$ cat config.mk
export PLATFORM = sky130hd
export DESIGN_NAME = alu_result_stage
export DESIGN_NICKNAME = d
export VERILOG_FILES = /design/src/rtl/alu_pkg.sv /design/src/rtl/alu_flag_gen.sv /design/src/rtl/alu_result_stage.sv
export SDC_FILE = /design/constraint.sdc
export NUM_CORES = 1
export LEC_CHECK = 0
export ABC_AREA = 1
export CAP_MARGIN = 25
export CORE_ASPECT_RATIO = 0.5
export CORE_MARGIN = 3
export CORE_UTILIZATION = 40
export CTS_CLUSTER_SIZE = 16
export DETAILED_ROUTE_END_ITERATION = 8
export PLACE_DENSITY = 0.78
export SYNTH_ARGS = -nofsm -noshare
export SYNTH_HDL_FRONTEND = slang
export SYNTH_SLANG_ARGS = --single-unit
$ cat constraint.sdc
create_clock -name CLK -period 1.6 [get_ports CLK]
set_input_delay 0.16 -clock CLK [delete_from_list [all_inputs] [get_ports CLK]]
set_output_delay 0.16 -clock CLK [all_outputs]
set_load 0.02 [all_outputs]
$ cat src/rtl/alu_pkg.sv
// alu_pkg: ALU opcodes, flag bit positions and writeback entry type shared by the result stage
package alu_pkg;

    typedef enum logic [3:0] {
        ADD   = 4'd0,
        SUB   = 4'd1,
        AND   = 4'd2,
        OR    = 4'd3,
        XOR   = 4'd4,
        SHL   = 4'd5,
        SHR_L = 4'd6,
        SHR_A = 4'd7
    } alu_op_t;

    localparam int FLAG_N = 3;
    localparam int FLAG_Z = 2;
    localparam int FLAG_C = 1;
    localparam int FLAG_V = 0;

    // Default datapath width; the stage re-declares the entry at its own N
    localparam int ALU_N = 8;

    typedef struct packed {
        logic [ALU_N-1:0] result;
        logic [3:0]       flags;
    } alu_entry_t;

endpackage

$ cat src/rtl/alu_flag_gen.sv
// alu_flag_gen: combinational N/Z/C/V derivation from opcode, operands, result and adder carry
module alu_flag_gen
    import alu_pkg::*;
#(
    parameter int N = 8
) (
    input  logic [3:0]   op,
    input  logic [N-1:0] a,
    input  logic [N-1:0] b,
    input  logic [N-1:0] result,
    input  logic         add_carry,
    output logic [3:0]   flags
);

    localparam int W = $clog2(N);
    localparam logic [N-1:0] NB = N'(N);

    logic [W-1:0] shl_idx;
    logic [W-1:0] shr_idx;
    logic         in_range;
    logic         over;
    logic         c;
    logic         v;

    // Modular index arithmetic is exact whenever 1 <= b <= N, the only case it is used
    assign shl_idx  = W'(N) - W'(b);
    assign shr_idx  = W'(b) - W'(1);
    assign in_range = (b != '0) && (b <= NB);
    assign over     = b > NB;

    // Carry/overflow per opcode; logic ops and undefined codes leave both clear
    always_comb begin
        c = 1'b0;
        v = 1'b0;
        case (alu_op_t'(op))
            ADD: begin
                c = add_carry;
                v = (a[N-1] == b[N-1]) && (result[N-1] != a[N-1]);
            end
            SUB: begin
                c = add_carry;
                v = (a[N-1] == ~b[N-1]) && (result[N-1] != a[N-1]);
            end
            SHL:     c = in_range && a[shl_idx];
            SHR_L:   c = in_range && a[shr_idx];
            SHR_A:   c = in_range ? a[shr_idx] : over && a[N-1];
            default: c = 1'b0;
        endcase
    end

    assign flags[FLAG_N] = result[N-1];
    assign flags[FLAG_Z] = result == '0;
    assign flags[FLAG_C] = c;
    assign flags[FLAG_V] = v;

endmodule

$ cat src/rtl/alu_result_stage.sv
// alu_result_stage: 2-entry registered skid buffer capturing ALU results with flags (optional ALU_RESULT_STAGE_PERF_EN pop counter)
module alu_result_stage
    import alu_pkg::*;
#(
    parameter int N = 8
) (
    input  logic         CLK,
    input  logic         RST,
    input  logic         IN_VALID,
    output logic         IN_READY,
    input  logic [3:0]   OP,
    input  logic [N-1:0] A,
    input  logic [N-1:0] B,
    input  logic [N-1:0] RESULT,
    input  logic         ADD_CARRY,
    output logic         OUT_VALID,
    input  logic         OUT_READY,
    output logic [N-1:0] OUT_RESULT,
    output logic [3:0]   OUT_FLAGS
`ifdef ALU_RESULT_STAGE_PERF_EN
    ,
    output logic [31:0]  PERF_CNT
`endif
);

    typedef struct packed {
        logic [N-1:0] result;
        logic [3:0]   flags;
    } entry_t;

    entry_t     head;
    entry_t     tail;
    entry_t     cap;
    logic [3:0] cap_flags;
    logic [1:0] count;
    logic       push;
    logic       pop;

    alu_flag_gen #(.N(N)) u_flag_gen (
        .op        (OP),
        .a         (A),
        .b         (B),
        .result    (RESULT),
        .add_carry (ADD_CARRY),
        .flags     (cap_flags)
    );

    assign cap        = {RESULT, cap_flags};
    assign IN_READY   = count != 2'd2;
    assign OUT_VALID  = count != 2'd0;
    assign push       = IN_VALID && IN_READY;
    assign pop        = OUT_VALID && OUT_READY;
    assign OUT_RESULT = head.result;
    assign OUT_FLAGS  = head.flags;

    // Head is the output register; tail only fills when a push lands behind a stalled head
    always_ff @(posedge CLK) begin
        if (!RST) begin
            count <= 2'd0;
            head  <= '0;
            tail  <= '0;
        end else begin
            count <= count + 2'(push) - 2'(pop);
            head  <= (push && (count == 2'd0 || pop)) ? cap : (pop && count == 2'd2) ? tail : head;
            tail  <= (push && count == 2'd1 && !pop) ? cap : tail;
        end
    end

`ifdef ALU_RESULT_STAGE_PERF_EN
    // Free-running pop counter, wraps naturally at 32 bits
    always_ff @(posedge CLK) begin
        PERF_CNT <= !RST ? 32'd0 : PERF_CNT + 32'(pop);
    end
`endif

endmodule

* After elaboration in Yosys (flattened, before gate mapping) *
Cells that the tools add are included.
Widths: inputs -> output; s select.

storage, ports and cells
  bits in registers = 26
  logic and storage cells = 54

cells by class
  add/sub/neg operators = 4
  $lt $le $gt $ge = 4
  equality and inequality tests = 10
  multiplexer cells = 9
  bitwise operators = 1
  reductions and logical operators = 21

operators with widths
  operator             number
  $mux 12              2
  $eq 4x3->1 const B   3
  $logic_and 1x1->1    12
  $gt 8x4->1 const B   1
  $le 8x4->1 const B   1
  $logic_not 8->1      1
  $lt 3x4->1 const B   2
  $reduce_bool 8->1    1
  $bmux 1 s3           2
  $eq 4x1->1 const B   1
  $logic_not 4->1      1
  $pmux 1 s4           1
  $reduce_bool 2->1    2
  $mux 1               3
  $sub 1x3->3 const A  1
  $sub 3x1->3 const B  1
  $add 2x1->2          1
  $eq 1x1->1           2
  $eq 2x1->1 const B   1
  $eq 2x2->1 const B   1
  $logic_not 2->1      1
  $ne 2x2->1 const B   1
  $pmux 1 s2           1
  $reduce_or 2->1      1
  5 further kinds      5

* Longest topological paths before layout *
  depth after elaboration = 6
  mapped depth = 14
  depth with buffers taken out = 13

* Modules after synthesis *
Synthesis repeated with hierarchy kept, for this count alone.

unflattened totals
  cell total of the unflattened synthesis = 251
  area, all modules = 1662.8 um^2

by module, submodules not included
  module            instances  cells each  area each (um^2)
  alu_result_stage  1          168         1249.9
  alu_flag_gen      1          83          412.9

* Worst setup path after synthesis *
No wires, ideal clock.

  path type = register -> register
  from = register count[0]
  to = register count[1]
  library setup time = 0.129 ns
  arrival = 1.424 ns
  setup slack = 0.046 ns
  cell stages (with the launch flop) = 10
  buffers on the path = 0
  cells stage by stage = dfxtp_1 -> inv_2 -> nand2_4 -> nand2_4 -> ha_1 -> inv_1 -> ha_1 -> xor2_1 -> o21ai_0 -> a21oi_1

between the ends
  cells in the longest elaborated chain, start to end = 4
  elaborated cells between the ends (all ways) = 6

ends and longest elaborated chain
  item                      RTL line                text
  start: declaration        alu_result_stage.sv:35  logic [1:0] count;
  start signal: assignment  alu_result_stage.sv:63  count <= count + 2'(push) - 2'(pop);
  $ne 2x2->1                alu_result_stage.sv:49  assign IN_READY = count != 2'd2;
  named net IN_READY        alu_result_stage.sv:10  output logic IN_READY,
  $logic_and 1x1->1         alu_result_stage.sv:51  assign push = IN_VALID && IN_READY;
  $add 2x1->2               alu_result_stage.sv:63
  $sub 2x1->2               alu_result_stage.sv:63

The timed path passes the listed nets, and every way through them passes these cells.
A chain may end at the register's enable or synchronous reset.

* Final worst setup path *
  from = register count[0]
  to = register tail[11] (netlist name)

between the ends
  cells in the longest elaborated chain, start to end = 4
  elaborated cells between the ends (all ways) = 8

ends and longest elaborated chain
  item                                                  RTL line                                        text
  $ne 2x2->1 or $reduce_bool 2->1 (tied branches)       alu_result_stage.sv:49, alu_result_stage.sv:50
  $logic_and 1x1->1 (on tied branches)                  alu_result_stage.sv:51, alu_result_stage.sv:52
  $logic_and 1x1->1 or $logic_not 1->1 (tied branches)  alu_result_stage.sv:65                          tail <= (push && count == 2'd1 && !pop) ? cap : tail;
  $logic_and 1x1->1 *                                   alu_result_stage.sv:65
  end signal: assignment                                alu_result_stage.sv:65
  end: declaration                                      alu_result_stage.sv:32                          entry_t tail;

Mark *: on every way between the ends. The rest lies on a longest branch, timed or not.

==> impl_metrics.csv <==
group,metric,value,unit
status,run_status,"completed",
timing,maxSlewHeadroom,0.721,
final_layout,final_cells,308,
critical_path,endpoint_kind,"flop",
synthesis,synth_xor_area_frac,0.0191,
synthesis,yosysTopAreaCell,"dfxtp_1",
final_layout,finish.utilization,0.660,
place,place_area,0.00195,mm^2
critical_path,critPathLaunchType,"flop",
synthesis,synth_top_area_share,0.348,
synthesis,synth_seq_cells,24,
power_and_ir_drop,power_frac_comb,0.429,
final_layout,drive_gt1_frac,0.146,
synthesis,synth_top_family_by_area,"simple AND/OR/NAND/NOR gates",
synthesis,yosys.area_share.simple,0.358,
floorplan,num_rows,14,
timing,layout_setup_ws,82.7,ps
synthesis,synth_area_per_cell,6.69,um^2
timing,clock.fmax,659,MHz
synthesis,synth_area_leaders,"dfxtp_1 35%, nand2_1 17%, nor2_1 6.3%",
cts,cts_hold_buf,0,
timing,slew_violations,0,
critical_path,path_class,"flop to flop",
routing,remaining_drc_errors,0,
timing,clock_skew,10.7,ps
routing,wl_per_cell,11.9,um
place,pre_cts_slack,-304,ps
power_and_ir_drop,p_seq_frac,0.343,
synthesis,post-synth-top-count-cell,"nand2_1",
place,io_buffers,46,
floorplan,design.portCount,47,
synthesis,synth_cell_types,28,
routing,ant_nets,0,
cts,cts_tree,"yes",
floorplan,die_x,89.0,um
synthesis,synth_common_cells,"63 x nand2_1, 24 x dfxtp_1, 23 x nor2_1",
floorplan,die_h,47.5,um
grt,grt_use_total,0.170,
synthesis,syn_inst,206,
timing,worstMarginPinSlew,415,ps
synthesis,synth_compound_area_frac,0.141,
timing,setup_violations,0,
power_and_ir_drop,switching_share,0.352,
floorplan,core,0.00315,mm^2
synthesis,synthesis.nets,243,
timing,period_needed,1520,ps
routing,wirelength,3650,um
timing,holdWs,480,ps
synthesis,ys_seq_area_frac,0.348,
grt,antenna_found_initial,0,
grt,first_global_vias,1271,
routing,vias,1503,
power_and_ir_drop,ir_worst_vdd,532,uV
critical_path,crit_required,1800,ps
routing,drt_iter0_markers,91,
place,place.gp.congestion,0.935,
cts,htree_levels,1,
cts,cts_buffer_depth,2,
floorplan,die-area,0.00423,mm^2
power_and_ir_drop,p_switching,0.824,mW
timing,tns,0,ps
timing,rsz0062_at_grt,"true",
synthesis,synth_ff_type,"dfxtp_1",
cts,clock-sinks,24,
power_and_ir_drop,p_leak,0.955,nW
place,placed_cells,300,
final_layout,syn2layout_area_growth,50.9,%
cts,cts-root-buf,"clkbuf_8",
timing,hold_violations,0,
synthesis,syn-cell-area,0.00138,mm^2
synthesis,synth_edf_count,0,
power_and_ir_drop,p_per_area,1120,mW/mm^2
critical_path,critical_path_arrival,1720,ps
power_and_ir_drop,internal_power,1.52,mW
min_path,hp-class,"flop to flop",
final_layout,final_area,0.00208,mm^2
place,dp_hpwl,2820,um
synthesis,ys_warn_count,0,
floorplan,initial_utilization,0.437,
power_and_ir_drop,p_clk_frac,0.228,
cts,clkTransAtPathRegs,90,ps
cts,cts_made_buffers,3,
grt,grt_overflow,0,
synthesis,synthArstFlopShare,0,
synthesis,yosys.area_share.adder,0.0363,
final_layout,antenna_cells,0,
power_and_ir_drop,p_total,2.34,mW
timing,post-route-period-util,0.948,
cts,clock_latency,270,ps
job,cap_violations,0,
final_layout,nets,306,
grt,grt_max_degree,16,
routing,vias_per_cell,4.88,
routing,dr.pass1.iters,4,
grt,grt_pass1_wl,5510,um
critical_path,path_max_fanout,7,
synthesis,muxShareOfSynthArea,0,
## worst max-delay path: stages, from the launching register on
cell and delay (ps):
dfxtp_4 380, inv_4 60, nand2_4 80, nand2_4 50, buf_4 140, nor4_4 290
buf_6 180, buf_4 130, o21ai_1 60, nor2_1 90
## worst paths after layout
path,startpoint,endpoint,slack (ps),cells after the start
setup / recovery,count[0],tail[11],80,9
hold / removal,OUT_RESULT[5],OUT_RESULT[5],480,2
setup reg to reg,count[0],tail[11],80,9
hold reg to reg,OUT_RESULT[5],OUT_RESULT[5],480,2
## power groups by stage
stage	sequential, mW	combinational, mW	clock [mW]
3_3_place_gp	0.798	0.944	0
3_5_place_dp	0.802	0.961	0
2_1_floorplan	0.861	0.495	0
6_report	0.803	1.00	0.532
4_1_cts	0.794	0.958	0.539
5_1_grt	0.816	1.10	0.563
## sequential cells by signal, indices dropped and copies added (netlist names)
| name | flops |
|---|---|
| count | 2 |
| tail | 11 |
| OUT_FLAGS | 3 |
| OUT_RESULT | 8 |
## metal layers
metal  vias up  wire length, um  part of all wire  track usage
li1        791                -                 -            -
met5         -                0                 0            0
met3         2              230             0.063       0.0361
met1       657             1630              0.45        0.212
met4         0               19            0.0052       0.0267
met2        53             1770              0.48        0.319
## layout by cell type, fill, tap and decap left out, types with 6 or more instances in the layout
master,Yosys,layout
dfxtp_1,24,22
o21ai_1,10,10
clkdlybuf4s50_1,0,43
nand3_1,14,14
a21oi_1,7,6
o21ai_0,6,6
nand2_1,63,63
buf_4,3,16
a31oi_1,8,8
nor2_1,23,23
inv_1,18,17
## cell type report
| class | count | area, um^2 |
|---|---|---|
| fillers | 272 | 1070 |
| multi-input cells | 152 | 779 |
| repair buffers | 63 | 596 |
| flip-flops and latches | 24 | 485 |
| inverters | 25 | 98.8 |
| well taps | 40 | 50.0 |
| clock buffers | 3 | 41.3 |
| clock inverters | 1 | 30.0 |
## cell families (layout without fill, tap and decap cells)
| family | count (synthesis) | count (layout) |
|---|---|---|
| compound gates | 34 | 34 |
| xor+xnor | 3 | 3 |
| fa+ha+maj | 4 | 4 |
| buf+inv | 30 | 92 |
| flops | 24 | 24 |
| simple gates | 111 | 111 |
## what timing repair did
item,4_1_cts,5_1_grt
pin swaps,0,2
buffers inserted,0,4
setup endpoints to repair,4,6
resized for setup,3,10
Power figures use the tool's default switching activity.
